### src/rtl/demux2_sched.sv
// Job scheduler that steers one valid/ready stream to lane A or lane B through a single
// output register, with fixed or burst-alternating routing and a done pulse per job.
module demux2_sched #(
  parameter int DATA_WIDTH = 16,
  parameter int CNT_W      = 8
) (
  input  logic                  clk_i,
  input  logic                  rst_i,
  input  logic                  start_i,
  input  logic [1:0]            cfg_mode_i,
  input  logic [CNT_W-1:0]      cfg_burst_i,
  input  logic [CNT_W-1:0]      cfg_total_i,
  output logic                  busy_o,
  output logic                  done_o,
  output logic                  sel_o,
  input  logic [DATA_WIDTH-1:0] in_data_i,
  input  logic                  in_valid_i,
  output logic                  in_ready_o,
  output logic [DATA_WIDTH-1:0] a_data_o,
  output logic                  a_valid_o,
  input  logic                  a_ready_i,
  output logic [DATA_WIDTH-1:0] b_data_o,
  output logic                  b_valid_o,
  input  logic                  b_ready_i,
  output logic [1:0]            dbg_state_o
);

  // Handshake: a word moves on any edge where valid and ready are both high; a held
  // word and its data stay unchanged until its own lane's ready is seen high.
  typedef enum logic [1:0] {
    S_IDLE  = 2'd0,
    S_RUN   = 2'd1,
    S_DRAIN = 2'd2,
    S_DONE  = 2'd3
  } state_t;

  state_t                r_state;
  logic                  r_alt;
  logic [CNT_W-1:0]      r_burst;
  logic [CNT_W-1:0]      r_total;
  logic [CNT_W-1:0]      r_cnt;
  logic [CNT_W-1:0]      r_bcnt;
  logic                  r_sel;
  logic                  r_full;
  logic                  r_tag;
  logic [DATA_WIDTH-1:0] r_data;

  logic w_consume;
  logic w_in_ready;
  logic w_accept;
  logic w_last;
  logic w_burst_end;

  assign w_consume   = r_full && (r_tag ? a_ready_i : b_ready_i);
  assign w_in_ready  = (r_state == S_RUN) && (!r_full || w_consume);
  assign w_accept    = w_in_ready && in_valid_i;
  assign w_last      = (r_cnt + CNT_W'(1)) == r_total;
  assign w_burst_end = (r_bcnt + CNT_W'(1)) == r_burst;

  always_ff @(posedge clk_i or posedge rst_i) begin
    if (rst_i) begin
      r_state <= S_IDLE;
      r_alt   <= 1'b0;
      r_burst <= '0;
      r_total <= '0;
      r_cnt   <= '0;
      r_bcnt  <= '0;
      r_sel   <= 1'b1;
    end else begin
      case (r_state)
        S_IDLE: begin
          if (start_i) begin
            r_alt   <= cfg_mode_i[1];
            // A zero burst length behaves as a burst of one word.
            r_burst <= (cfg_burst_i == '0) ? CNT_W'(1) : cfg_burst_i;
            r_total <= cfg_total_i;
            r_cnt   <= '0;
            r_bcnt  <= '0;
            r_sel   <= (cfg_mode_i != 2'b01);
            r_state <= (cfg_total_i == '0) ? S_DONE : S_RUN;
          end
        end
        S_RUN: begin
          if (w_accept) begin
            r_cnt <= r_cnt + CNT_W'(1);
            if (w_last) r_state <= S_DRAIN;
            if (r_alt) begin
              if (w_burst_end) begin
                r_bcnt <= '0;
                r_sel  <= ~r_sel;
              end else begin
                r_bcnt <= r_bcnt + CNT_W'(1);
              end
            end
          end
        end
        S_DRAIN: begin
          if (!r_full || w_consume) r_state <= S_DONE;
        end
        S_DONE: begin
          r_state <= S_IDLE;
        end
        default: r_state <= S_IDLE;
      endcase
    end
  end

  // Output register: loads a tagged word on accept, empties when its lane takes it.
  always_ff @(posedge clk_i or posedge rst_i) begin
    if (rst_i) begin
      r_full <= 1'b0;
      r_tag  <= 1'b1;
      r_data <= '0;
    end else if (w_accept) begin
      r_full <= 1'b1;
      r_tag  <= r_sel;
      r_data <= in_data_i;
    end else if (w_consume) begin
      r_full <= 1'b0;
    end
  end

  assign in_ready_o  = w_in_ready;
  assign busy_o      = (r_state != S_IDLE);
  assign done_o      = (r_state == S_DONE);
  assign sel_o       = r_sel;
  assign a_valid_o   = r_full && r_tag;
  assign b_valid_o   = r_full && !r_tag;
  assign a_data_o    = a_valid_o ? r_data : '0;
  assign b_data_o    = b_valid_o ? r_data : '0;
  assign dbg_state_o = r_state;

endmodule

### config.mk
export PLATFORM = sky130hd
export DESIGN_NAME = demux2_sched
export DESIGN_NICKNAME = d
export VERILOG_FILES = /design/src/rtl/demux2_sched.sv
export SDC_FILE = /design/constraint.sdc
export NUM_CORES = 1
export LEC_CHECK = 0
export ABC_AREA = 1
export BUFFER_PORTS_ARGS = -buffer_cell sky130_fd_sc_hd__buf_2
export CORE_MARGIN = 5
export CORE_UTILIZATION = 40
export CTS_BUF_LIST = sky130_fd_sc_hd__clkbuf_2 sky130_fd_sc_hd__clkbuf_4 sky130_fd_sc_hd__clkbuf_8
export DETAILED_ROUTE_END_ITERATION = 8
export GPL_ROUTABILITY_DRIVEN = 0
export SLEW_MARGIN = 10
export SYNTH_ARGS = -nofsm -noshare
export SYNTH_HDL_FRONTEND = slang
export SYNTH_SLANG_ARGS = --single-unit
### constraint.sdc
create_clock -name clk_i -period 2.2 [get_ports clk_i]
set_input_delay 0.33 -clock clk_i [delete_from_list [all_inputs] [get_ports clk_i]]
set_output_delay 0.33 -clock clk_i [all_outputs]
set_load 0.01 [all_outputs]
==> results of run 1 <==
[state kept, by name, indices dropped and copies added, names as in the netlist]
name / flops
r_cnt: 8
r_total: 8
r_data: 16
r_burst: 8
dbg_state_o: 2
r_tag: 1
r_alt: 1
r_full: 1
sel_o: 1
r_bcnt: 8
[cell families (layout without fill, tap and decap cells)]
group	after synthesis	after routing	share of synthesized area, %
and+or+nand+nor	226	226	31.6
muxes	2	2	0.726
adders and majority gates	7	7	2.82
buffers and inverters	77	160	10.0
AOI/OAI and AO/OA	58	58	10.1
xor gates and xnor gates	4	4	1.13
DFF	54	54	43.6
[how the worst max path moves through the flow]
stage,start,endpoint,slack [ns],cells after the start
final,dbg_state_o[1],in_ready_o,0.21,5
after global routing,dbg_state_o[1],r_data[6],0.06,8
after CTS,dbg_state_o[1],in_ready_o,0.20,5
after detailed placement,dbg_state_o[1],r_data[3],0.29,8
after global placement,dbg_state_o[1],r_data[3],0.32,8
after floorplan,dbg_state_o[1],r_bcnt[3],0.55,10
[stage by stage]
stage,hold slack (ns),util (%),cells
2_1_floorplan,0.451,-,428
3_3_place_gp,0.394,47.5,605
3_5_place_dp,0.398,47.5,605
4_1_cts,0.0525,49.0,613
5_1_grt,0.0886,49.0,613
6_report,0.0368,49.0,613
[final cells by class]
type	count	area, um^2	share of cell area [%]
Timing Repair Buffer	84	458	12.2
Clock inverter	3	45.0	1.20
Inverter	68	259	6.91
Multi-Input combinational cell	297	1440	38.3
Sequential cell	54	1350	36.1
Tap cell	102	128	3.40
Clock buffer	5	68.8	1.84
[per-layer routing]
metal  routed length (um)  up-vias  part of all wire, %  track usage, %
met5                    0        -                    0               0
met3                  605        4                  8.2            3.07
met1                 3460     1276                   47            20.6
met4                   61        0                 0.83            4.37
met2                 3240       98                   44            24.6
li1                     -     1516                    -               -
[critical path: cells and delay by family, from the launching register on]
kind,cells,cell delay (ns)
adder cells (fa/ha/maj),1,0.33
flip-flops,1,0.45
AND/OR/NAND/NOR,1,0.14
buffers and inverters,3,0.43
[synthesized netlist by cell type]
| cell | n |
|---|---|
| o22ai_1 | 11 |
| mux2_2 | 2 |
| nor2_4 | 2 |
| clkbuf_1 | 2 |
| or2_2 | 1 |
| nand4_1 | 2 |
| inv_4 | 1 |
| nand3_4 | 1 |
| buf_6 | 1 |
| dfrtp_1 | 52 |
| a41oi_1 | 1 |
| nand2_1 | 107 |
| o21bai_1 | 2 |
| ha_1 | 7 |
| dfstp_2 | 2 |
| nor4_1 | 3 |
| nand2_2 | 4 |
| o21ai_0 | 20 |
| a21oi_1 | 14 |
| buf_1 | 3 |
| inv_2 | 4 |
| o21ai_1 | 10 |
| clkinv_2 | 1 |
| nor2_2 | 5 |
| nand3_1 | 40 |
| xor2_1 | 2 |
| buf_4 | 3 |
| xnor2_1 | 2 |
| nand2_4 | 1 |
| nor2_1 | 58 |
| nor3_1 | 1 |
| nand3_2 | 1 |
| inv_1 | 62 |
[power by group]
group,internal (mW),switching (mW)
Sequential,1.37,0.226
Combinational,0.718,1.23
Clock,0.339,0.330
Total,2.43,1.79
==> reports/results.ini, run 1 <==
[cts]
cts_hold_buf = 0
clockBufferDepth = 2
cts_made_buffers = 5
path_clk_slew_ns = 0.10
htreeDepth = 2
cts_tree = built
cts.sinks = 54
post-cts-setup-buffer-count = 0
cts_root_buf = clkbuf_8
cts_resized = 0
insertion_delay_ns = 0.30

[global_routing]
grt_pass1_wl_um = 12200
grt_start_max_net_pins = 35
antenna_found_initial = 0
grt_pass1_vias = 2689
overflow = 0
grtUsageTotal_pct = 15.2

[floorplanning]
pin_count = 80
rows = 32
dieArea_um2 = 9620
start_util_pct = 40.6
die_y_um = 98.1
die_w_um = 98.1
core_um2 = 7650

[layout]
n_antenna_cell = 0
nets = 557
drive_gt1_share_pct = 23.1
n_fill_cell = 758
final_common_cell = nand2_1
most-common-layout-cells = nand2_1 (107), buf_2 (79), inv_1 (61), nor2_1 (58), dfrtp_1 (52)
final_area_um2 = 3750
area_growth_pct = 20.8

[power_and_ir_drop]
peakVddDrop_mv = 0.481
total_leakage_power_nw = 2.02
p_per_area_nw_per_um2 = 1120
power_mw = 4.22

[yosys]
synth.distinct_cells = 33
syn_avg_cell_area_um2 = 7.25
synth_cells = 428
yosysWarningCount = 0
yosysTopAreaCell = dfrtp_1
synthTopCellsByArea = dfrtp_1 (42%), nand2_1 (13%), inv_1 (7.5%)
synth.cell_area_um2 = 3100
yosysTopAreaCellShare_pct = 41.9
seq_area_frac_synth_pct = 43.6
syn-num-nets = 475
ys_ff_latch = 54

[routing]
drtIter0Drc = 135
ant_nets = 0
drc_errors = 0
drt_pre_antenna_iters = 4
vias = 2894
via_per_inst = 4.72
drt-total-wl_um = 7360
wl_per_cell_um = 12.0

[timing]
worst_slack_ns = 0.211
tns_ns = 0
fin_worst_skew_ns = 0.00824
period_share_pct = 90.4
slew_viol_final = 0
rsz0062_at_grt = false
min_period_ns = 1.99
finalHoldViolations = 0
relSlewSlack_pct = 66.2
worstMarginPinSlew_ns = 0.507
finalSetupViolations = 0
fmax_mhz = 503

[worst_setup_path]
cp_slowest_cell = dfrtp_1
critical_path.cell_chain = inv_1, ha_1, inv_1, nor2_2, buf_2
cpMostUsedCell = inv_1
crit_type = flip-flop to output port
required_ns = 1.87
crit_path_start_kind = flip-flop
reg2reg_from = dbg_state_o[1]
critical_path_peak_fanout = 5
rrSetupSlack_ns = 0.29
crit_arrival_ns = 1.66
endpoint_kind = output port
r2r_end = r_data[3]
reg2regPathDepth = 8
critPathMaxStageDelay_ns = 0.45

[worst_hold_path]
holdCritPathClass = input pin to asynchronous set/reset pin

[place]
dp_slack_ns = 0.285
port_buffers = 79
placed_area_um2 = 3640
dpl.hpwl_um = 5670

[flow_run]
cap_violations = 0

[outcome]
outcome = completed

Note: power is estimated with default switching activity, not from simulation.
==> run 2, diff against run 1 <==
Settings changed: PLACE_DENSITY from default to 0.68.
==> run 2 against run 1 <==
Compared with the run above: routed wire length rose by 0.75%; first-iteration DRC count up 19%; critical path depth unchanged; largest power group unchanged; global-route usage rose by 0.17 points; sequential share of layout area increased by 0.34 points; non-clock buffer count down 1; utilization fell by 0.46 points; critical path type unchanged; clock skew rose by 0.00082 ns; final cell count fell by 0.16%; clock-buffer cell count is 1 higher; clock power is 10% lower.
==> reports/results.ini, run 2 (synthesis gave the netlist of run 1 again) <==
[outcome]
outcome = completed

[power_and_ir_drop]
peakVddDrop_mv = 0.535  ; +11%
power_mw = 4.11  ; -2.5%
total_leakage_power_nw = 2.01  ; -0.65%
clockPowerShare_pct = 14.6  ; -1.3 points
seq_power_share_pct = 38.8  ; +0.9 points
p_sw_mw = 1.79  ; +0.36%
p_int_mw = 2.32  ; -4.6%
swShare_pct = 43.6  ; +1.2 points
power_frac_comb_pct = 46.6  ; +0.4 points
p_per_area_nw_per_um2 = 1110  ; -1.6%

[timing]
worst_slack_ns = 0.243  ; +0.0318 ns
min_period_ns = 1.96  ; -0.0318 ns
slew_viol_final = 0  ; unchanged
holdWs_ns = 0.0673  ; +0.0304 ns
fin_worst_skew_ns = 0.00906  ; +0.000824 ns
fmax_mhz = 511  ; +1.6%
finalHoldViolations = 0  ; unchanged
finalSetupViolations = 0  ; unchanged
tns_ns = 0  ; unchanged
rsz0062_at_grt = false
period_share_pct = 89.0  ; -1.4 points
worstMarginPinSlew_ns = 0.579  ; +0.0723 ns
relSlewSlack_pct = 61.3  ; -4.8 points

[layout]
largest_reg_flops = 16  ; unchanged
final_common_cell = nand2_1
drive_gt1_share_pct = 22.9  ; -0.15 points
n_antenna_cell = 0  ; unchanged
largest_register = r_data
final_area_um2 = 3710  ; -0.93%
most-common-layout-cells = nand2_1 (107), buf_2 (79), inv_1 (61), nor2_1 (58), dfrtp_1 (52)
final_util_pct = 48.6  ; -0.46 points
area_growth_pct = 19.7
nets = 556  ; -0.18%
stdcell_count = 612  ; -0.16%

[routing]
drc_errors = 0  ; unchanged
drt_pre_antenna_iters = 5  ; +1
drtIter0Drc = 160  ; +19%
wl_per_cell_um = 12.1  ; +0.91%
ant_nets = 0  ; unchanged
vias = 2946  ; +1.8%
via_per_inst = 4.81  ; +2.0%
drt-total-wl_um = 7420  ; +0.75%

[floorplanning]
dieArea_um2 = 9620  ; unchanged
pin_count = 80  ; unchanged
core_um2 = 7650  ; unchanged
start_util_pct = 40.6  ; unchanged
rows = 32  ; unchanged
die_w_um = 98.1  ; unchanged
die_y_um = 98.1  ; unchanged

[place]
port_buffers = 79  ; unchanged
placed_area_um2 = 3620  ; -0.55%
dpl.hpwl_um = 5760  ; +1.6%
dp_slack_ns = 0.256  ; -0.0290 ns
place_inst = 604  ; -0.17%

[flow_run]
cap_violations = 0  ; unchanged

[global_routing]
antenna_found_initial = 0  ; unchanged
grt_pass1_wl_um = 12400  ; +0.90%
overflow = 0  ; unchanged
grt_pass1_vias = 2701  ; +0.45%
grtUsageTotal_pct = 15.3  ; +0.17 points
grt_start_max_net_pins = 35  ; unchanged

[worst_setup_path]
critical_path_peak_fanout = 5  ; unchanged
rrSetupSlack_ns = 0.28  ; about the same
crit_arrival_ns = 1.63  ; -0.03 ns
required_ns = 1.87  ; about the same
crit_type = flip-flop to output port
endpoint_kind = output port
crit_path_start_kind = flip-flop

[cts]
cts_made_buffers = 5  ; unchanged
htreeDepth = 2  ; unchanged
cts.sinks = 54  ; unchanged
clockBufferDepth = 2  ; unchanged
cts_tree = built
cts_resized = 0  ; unchanged
path_clk_slew_ns = 0.10  ; about the same
cts_root_buf = clkbuf_8
post-cts-setup-buffer-count = 0  ; unchanged
cts_hold_buf = 0  ; unchanged
insertion_delay_ns = 0.31  ; about the same

[worst_hold_path]
holdCritPathClass = input pin to asynchronous set/reset pin

==> run 2: changes by cell type in the layout (fill, tap and decap cells not counted) <==
cell and change:
bufinv_16 -1, inv_6 +1, clkinvlp_4 -1, buf_12 -1, clkbuf_8 +1
==> run 2: cell type report <==
type / count / area [um^2]
well taps: 102 / 128
fillers: 767 / 3930
multi-input cells: 297 / 1440
inverters: 68 / 259
flip-flops and latches: 54 / 1350
clock buffers: 6 / 82.6
repair buffers: 83 / 438
clock inverters: 2 / 16.3
==> run 2: final timing paths <==
check / depth (start not counted) / to / startpoint
setup reg to reg: 8 / r_cnt[2] / dbg_state_o[1]
max in group asynchronous: 3 / r_tag / rst_i
hold reg to reg: 2 / sel_o / sel_o
hold / removal: 2 / r_data[11] / rst_i
min in group clk_i: 3 / r_data[12] / in_data_i[12]
setup / recovery: 5 / in_ready_o / dbg_state_o[1]
==> run 2: power by group through the flow <==
stage	logic, mW	registers, mW	clock network [mW]
after floorplan	1.44	1.57	0
after CTS	1.93	1.60	0.620
after global routing	2.19	1.64	0.648
final	1.92	1.60	0.599
after detailed placement	1.92	1.62	0
after global placement	1.89	1.60	0
==> run 2: routing by layer <==
layer / track usage, % / vias to the layer above / part of all wire [%] / routed length, um
li1: - / 1509 / - / -
met1: 21.2 / 1310 / 47 / 3510
met2: 24.7 / 118 / 43 / 3170
met3: 3.43 / 9 / 8.8 / 653
met4: 3.30 / 0 / 1.1 / 84
met5: 0 / - / 0 / 0
==> run 2: worst max-delay path, stage by stage (launching register included) <==
cell	delay [ns]
dfrtp_1	0.45
inv_1	0.13
ha_1	0.30
inv_1	0.15
nor2_2	0.14
buf_2	0.15
